## config.mk

```make
export PLATFORM = sky130hd
export DESIGN_NAME = fifo_apb_adc_mc_flat
export DESIGN_NICKNAME = d
export VERILOG_FILES = /design/src/rtl/fifo_apb_adc_mc_if.sv /design/src/rtl/fifo_apb_adc_mc.sv /design/src/flat_wrapper.sv
export SDC_FILE = /design/constraint.sdc
export NUM_CORES = 1
export LEC_CHECK = 0
export BUFFER_PORTS_ARGS = -buffer_cell sky130_fd_sc_hd__clkbuf_2
export CORE_ASPECT_RATIO = 2
export CORE_UTILIZATION = 39
export CTS_CLUSTER_DIAMETER = 40
export CTS_CLUSTER_SIZE = 25
export DETAILED_ROUTE_END_ITERATION = 6
export GPL_ROUTABILITY_DRIVEN = 0
export PLACE_DENSITY = 0.63
export SLEW_MARGIN = 20
export SYNTH_ARGS = -nofsm -noshare
export SYNTH_HDL_FRONTEND = slang
export SYNTH_SLANG_ARGS = --single-unit
```

## constraint.sdc

```tcl
create_clock -name clk -period 9.2 [get_ports clk]
set_clock_uncertainty 0.15 [all_clocks]
set_input_delay 2.76 -clock clk [delete_from_list [all_inputs] [get_ports clk]]
set_output_delay 2.76 -clock clk [all_outputs]
set_load 0.02 [all_outputs]
```

## src/rtl/fifo_apb_adc_mc_if.sv

```systemverilog
// rtl/fifo_apb_adc_mc_if.sv - ADC strobe / APB read bundle for the multi-channel sample FIFO
interface fifo_apb_adc_mc_if #(
    parameter int DATA_WIDTH = 56,
    parameter int DEPTH      = 16,
    parameter int NUM_CH     = 4
);
    localparam int AW = $clog2(DEPTH);
    localparam int CW = $clog2(NUM_CH);

    logic [NUM_CH-1:0]            adc_wr_en;
    logic [NUM_CH*DATA_WIDTH-1:0] adc_data;
    logic                         apb_rd_en;
    logic [DATA_WIDTH-1:0]        apb_rd_data;
    logic [CW-1:0]                apb_rd_ch;
    logic                         fifo_empty;
    logic                         fifo_full;
    logic [AW:0]                  fifo_level;
    logic [AW:0]                  wm_level;
    logic                         fifo_wm;
    logic [NUM_CH-1:0]            ch_overflow;
    logic                         fifo_clear;

    modport slave (
        input  adc_wr_en, adc_data, apb_rd_en, wm_level, fifo_clear,
        output apb_rd_data, apb_rd_ch, fifo_empty, fifo_full, fifo_level, fifo_wm, ch_overflow
    );

    modport master (
        output adc_wr_en, adc_data, apb_rd_en, wm_level, fifo_clear,
        input  apb_rd_data, apb_rd_ch, fifo_empty, fifo_full, fifo_level, fifo_wm, ch_overflow
    );
endinterface

```

## src/rtl/fifo_apb_adc_mc.sv

```systemverilog
// rtl/fifo_apb_adc_mc.sv - multi-channel ADC sample FIFO with round-robin merge and FWFT APB read
module fifo_apb_adc_mc #(
    parameter int DATA_WIDTH = 56,
    parameter int DEPTH      = 16,
    parameter int NUM_CH     = 4
) (
    input  logic              clk,
    input  logic              rst,
    fifo_apb_adc_mc_if.slave  bus
);
    localparam int AW = $clog2(DEPTH);
    localparam int CW = $clog2(NUM_CH);
    localparam int EW = CW + DATA_WIDTH;

    logic [EW-1:0]         mem [DEPTH];
    logic [AW-1:0]         wr_ptr;
    logic [AW-1:0]         rd_ptr;
    logic [AW:0]           level;
    logic [CW-1:0]         rr;
    logic [NUM_CH-1:0]     hold_vld;
    logic [DATA_WIDTH-1:0] hold_data [NUM_CH];
    logic [NUM_CH-1:0]     ch_overflow;
    logic [NUM_CH-1:0]     drain;
    logic                  gnt_vld;
    logic [CW-1:0]         gnt_idx;
    logic                  push;
    logic                  pop;
    logic                  flush;
    logic                  empty;
    logic                  full;
    logic [EW-1:0]         head;

    // NUM_CH need not be a power of two, so the modulo wrap is explicit.
    function automatic logic [CW-1:0] wrap_idx(input logic [CW-1:0] base, input int off);
        int s;
        s = int'(base) + off;
        if (s >= NUM_CH)
            s = s - NUM_CH;
        return s[CW-1:0];
    endfunction

    assign empty = (level == '0);
    assign full  = (level == (AW+1)'(DEPTH));
    assign flush = rst || bus.fifo_clear;
    assign pop   = bus.apb_rd_en && !empty;
    assign push  = gnt_vld;

    always_comb begin
        gnt_vld = 1'b0;
        gnt_idx = '0;
        if (!full) begin
            for (int k = 0; k < NUM_CH; k++) begin
                if (!gnt_vld && hold_vld[wrap_idx(rr, k)]) begin
                    gnt_vld = 1'b1;
                    gnt_idx = wrap_idx(rr, k);
                end
            end
        end
    end

    always_comb begin
        drain = '0;
        if (gnt_vld)
            drain[gnt_idx] = 1'b1;
    end

    always_ff @(posedge clk) begin
        if (flush) begin
            wr_ptr      <= '0;
            rd_ptr      <= '0;
            level       <= '0;
            rr          <= '0;
            hold_vld    <= '0;
            ch_overflow <= '0;
        end else begin
            // A strobe landing on the drain cycle refills the slot instead of overflowing.
            for (int i = 0; i < NUM_CH; i++) begin
                if (bus.adc_wr_en[i]) begin
                    if (hold_vld[i] && !drain[i])
                        ch_overflow[i] <= 1'b1;
                    else
                        hold_vld[i] <= 1'b1;
                end else if (drain[i]) begin
                    hold_vld[i] <= 1'b0;
                end
            end
            if (push) begin
                wr_ptr <= wr_ptr + AW'(1);
                rr     <= wrap_idx(gnt_idx, 1);
            end
            if (pop)
                rd_ptr <= rd_ptr + AW'(1);
            if (push && !pop)
                level <= level + (AW+1)'(1);
            else if (!push && pop)
                level <= level - (AW+1)'(1);
        end
    end

    always_ff @(posedge clk) begin
        for (int i = 0; i < NUM_CH; i++) begin
            if (!flush && bus.adc_wr_en[i] && (!hold_vld[i] || drain[i]))
                hold_data[i] <= bus.adc_data[i*DATA_WIDTH +: DATA_WIDTH];
        end
        if (!flush && push)
            mem[wr_ptr] <= {gnt_idx, hold_data[gnt_idx]};
    end

    assign head            = mem[rd_ptr];
    assign bus.apb_rd_data = head[DATA_WIDTH-1:0];
    assign bus.apb_rd_ch   = empty ? '0 : head[EW-1 -: CW];
    assign bus.fifo_empty  = empty;
    assign bus.fifo_full   = full;
    assign bus.fifo_level  = level;
    assign bus.fifo_wm     = (bus.wm_level != '0) && (level >= bus.wm_level);
    assign bus.ch_overflow = ch_overflow;
endmodule

```

## src/flat_wrapper.sv

```systemverilog
// flat-port wrapper written by rule: the top's interface ports become plain ports
module fifo_apb_adc_mc_flat 
#(
    parameter int DATA_WIDTH = 56,
    parameter int DEPTH      = 16,
    parameter int NUM_CH     = 4
)
  (clk, rst, bus_adc_wr_en, bus_adc_data, bus_apb_rd_en, bus_wm_level, bus_fifo_clear, bus_apb_rd_data, bus_apb_rd_ch, bus_fifo_empty, bus_fifo_full, bus_fifo_level, bus_fifo_wm, bus_ch_overflow);
  fifo_apb_adc_mc_if #(.DATA_WIDTH(DATA_WIDTH), .DEPTH(DEPTH), .NUM_CH(NUM_CH)) bus_i ();
  input  logic clk;
  input  logic rst;
  input wire logic [$bits(bus_i.adc_wr_en)-1:0] bus_adc_wr_en;
  input wire logic [$bits(bus_i.adc_data)-1:0] bus_adc_data;
  input wire logic [$bits(bus_i.apb_rd_en)-1:0] bus_apb_rd_en;
  input wire logic [$bits(bus_i.wm_level)-1:0] bus_wm_level;
  input wire logic [$bits(bus_i.fifo_clear)-1:0] bus_fifo_clear;
  output wire logic [$bits(bus_i.apb_rd_data)-1:0] bus_apb_rd_data;
  output wire logic [$bits(bus_i.apb_rd_ch)-1:0] bus_apb_rd_ch;
  output wire logic [$bits(bus_i.fifo_empty)-1:0] bus_fifo_empty;
  output wire logic [$bits(bus_i.fifo_full)-1:0] bus_fifo_full;
  output wire logic [$bits(bus_i.fifo_level)-1:0] bus_fifo_level;
  output wire logic [$bits(bus_i.fifo_wm)-1:0] bus_fifo_wm;
  output wire logic [$bits(bus_i.ch_overflow)-1:0] bus_ch_overflow;
  assign bus_i.adc_wr_en = bus_adc_wr_en;
  assign bus_i.adc_data = bus_adc_data;
  assign bus_i.apb_rd_en = bus_apb_rd_en;
  assign bus_i.wm_level = bus_wm_level;
  assign bus_i.fifo_clear = bus_fifo_clear;
  assign bus_apb_rd_data = bus_i.apb_rd_data;
  assign bus_apb_rd_ch = bus_i.apb_rd_ch;
  assign bus_fifo_empty = bus_i.fifo_empty;
  assign bus_fifo_full = bus_i.fifo_full;
  assign bus_fifo_level = bus_i.fifo_level;
  assign bus_fifo_wm = bus_i.fifo_wm;
  assign bus_ch_overflow = bus_i.ch_overflow;
  fifo_apb_adc_mc #(.DATA_WIDTH(DATA_WIDTH), .DEPTH(DEPTH), .NUM_CH(NUM_CH)) u_core (.clk(clk), .rst(rst), .bus(bus_i));
endmodule
```

==> summary.md <==
| Metric | Value |
|---|---|
| Initial antenna violation count | 7 |
| Die height | 481 um |
| Post-synth EDFFs | 1152 |
| Period Utilization, post-route | 73.3% |
| Vias in the first global route | 23415 |
| CP Class | in2out |
| Setup TNS | 0 ns |
| Relative slew slack | 28.0% |
| Yosys reg bits | 1179 |
| Total CTS buffers | 106 |
| H-tree depth | 3 |
| Fill cells | 9410 |
| Fmax | 148 MHz |
| Synth Area in Simple Gates | 2.46% |
| GRT overflow | 0 |
| Post-route core utilization | 46.1% |
| # IOs | 307 |
| Flop2flop setup slack | 3.98 ns |
| CTS resizes | 0 |
| Gate Count Post-Synth | 2031 |
| Vias | 21836 |
| Largest net degree at the start of global routing | 153 |
| Unique cell type count in the Yosys netlist | 40 |
| Slew Limit Fails | 0 |
| Setup slack after placement | 2.45 ns |
| Pre-antenna DRT Iters | 7 |
| Final ANT Viol Nets | 0 |
| Clock sinks | 1179 |
| Final Hold Violating Endpoints | 0 |
| Post-Synthesis Net Count | 2288 |
| Yosys warns | 0 |
| Synth Flop Type | edfxtp_1 |
| Layout area overhead | 17.2% |
| RSZ-0062 raised after global routing | no |
| Final HPWL from detailed placement | 58.2 mm |
| CTS Buffer Depth | 3 |
| DRC violations left | 0 |
| VDD IR max | 173 uV |
| Fraction of synthesized area in multiplexers | 14.7% |
| Width of the die | 241 um |
| Largest family of logic cells by synthesized area | multiplexers |
| CP arrival | 3.84 ns |
| Total Nets Final | 2693 |
| Hold WC Path Type | reg2reg |
| Clock latency on the worst-skew pair | 0.71 ns |
| Average wire per cell in the routed design | 26.2 um |
| Asr flop ratio synth | 0% |
| Crit path capture type | primary output |
| Status | finished, final reports clean |
| Total power | 12.6 mW |
| Commonest non-fill, non-tap cell in the layout | edfxtp_1 |
| Seq/Total Area, Yosys | 78.5% |
| Final setup viols | 0 |
| Die ar. | 116000 um^2 |
| Clk Tree Root Cell | clkbuf_16 |
| Clk pin slew, worst setup/hold paths | 0.08 ns |
| Post-synthesis adder-cell area fraction | 0.576% |
| Most frequent cells in the layout | 1152 x edfxtp_1, 308 x clkbuf_2, 290 x mux4_2 |
| Startpoint types | primary input |
| Required time of the critical path | 6.29 ns |
| CTS tree | built |
| Area of the mapped netlist | 44700 um^2 |
| Final wirelength | 106 mm |
| Core area | 114000 um^2 |
| XOR/XNOR share of the synthesized area | 0.157% |
| Gr usage total | 18.4% |
| Initial core utilization | 39.4% |
| Max-cap viol count | 0 |
| Hold-fix buffers, CTS | 0 |
| Share of the synthesized area in the top cell type | 77.3% |
| Share of layout cells above drive strength 1 | 36.3% |
| Crit path time final | 6.75 ns |
| Slew @ Worst Pin | 1.08 ns |
| DR vias/cell | 5.41 |
| Ranking of synthesized cells by area | edfxtp_1 77%, mux4_2 15%, nand2_1 1.5% |
| Yosys top cell by area | edfxtp_1 |
| Max FO, Critical Path | 2 |
| Row count | 175 |
| Syn avg cell area | 22.0 um^2 |
| Setup Fix Bufs, Post-CTS | 0 |
| 1st-iter DRT viols | 1806 |
| Pleak | 16.8 nW |
| Input/output buffers | 306 |
| First-pass GRT wire length | 152 mm |
| Power Density | 240 nW/um^2 |
| Worst setup margin | 2.45 ns |
| Compound-Gate Fraction of Synth Area | 2.18% |
-- metrics by stage --
step                instance area, um^2  hold WS [ns]  std cells
CTS                               52200         0.339       4001
global placement                  48200         0.312       3790
finish                            52400         0.335       4034
floorplan                         44700         0.309       2031
detailed placement                48300         0.311       3800
global route                      52400         0.373       4034
-- cell usage after synthesis (2+ instances only) --
master / n
nand2_1: 179
o21ai_0: 4
or3_1: 2
dfxtp_1: 27
a21oi_1: 71
buf_6: 8
nor3_1: 4
xnor2_1: 2
nor2_1: 51
buf_1: 5
nor2b_1: 6
mux4_2: 290
buf_4: 18
nor4bb_1: 2
o21a_1: 3
a21boi_0: 4
or4_1: 2
a32oi_1: 56
clkbuf_1: 47
mux2i_1: 4
inv_1: 13
edfxtp_1: 1152
nand2b_1: 7
ha_1: 19
xor2_1: 6
buf_2: 30
nand3_1: 6
-- layer usage --
layer  vias up  track usage (%)  part of all wire [%]  wire [um]
met4         8             6.10                   2.2       2330
met3       141             4.04                   7.5       7960
met5         -                0                 0.045         47
met1     11547             22.7                    39      41100
li1       9289                -                     -          -
met2       851             31.7                    51      54100
-- kinds of logic after synthesis --
group,count (synthesis)
muxes,294
xor gates and xnor gates,8
and+or+nand+nor,265
DFF,1179
buffers and inverters,122
adders and majority gates,20
AOI/OAI and AO/OA,143
-- critical path: stages --
cell      delay [ns]
clkbuf_2        0.09
ha_1            0.26
nand2b_1        0.14
a21oi_1         0.14
nor2b_1         0.06
o21ai_0         0.15
a21oi_1         0.08
clkbuf_2        0.16
-- cell type report --
class                   instances  area (um^2)  share of cell area [%]
flip-flops and latches       1179        35100                    67.0
inverters                      14         55.1                   0.105
well taps                    1504         1880                    3.59
multi-input cells             730         9140                    17.4
repair buffers                405         2300                    4.39
clock buffers                 111         2740                    5.22
diodes                          1         2.50                 0.00477
clock inverters                90         1170                    2.24
-- registers in the layout (all words and copies together) (netlist names), named ones only --
register	cells
u_core.mem	928
u_core.wr_ptr	4
u_core.hold_vld	4
u_core.hold_data	224
u_core.rr	2
u_core.bus.fifo_level	5
u_core.bus.ch_overflow	4
u_core.rd_ptr	4
-- final timing paths --
path / start / endpoint / depth (start not counted)
hold reg to reg: u_core.bus.ch_overflow[0] / u_core.bus.ch_overflow[0] / 2
hold / removal: u_core.bus.ch_overflow[0] / u_core.bus.ch_overflow[0] / 2
setup reg to reg: u_core.bus.fifo_level[1] / u_core.hold_data[1][8] / 9
setup / recovery: bus_wm_level[0] / bus_fifo_wm / 8
-- power breakdown --
| part | switching (mW) | internal (mW) | total [mW] |
|---|---|---|---|
| Clock | 2.17 | 2.67 | 4.85 |
| Combinational | 0.918 | 0.533 | 1.45 |
| Sequential | 0.0344 | 6.27 | 6.31 |
Power figures use the tool's default switching activity.
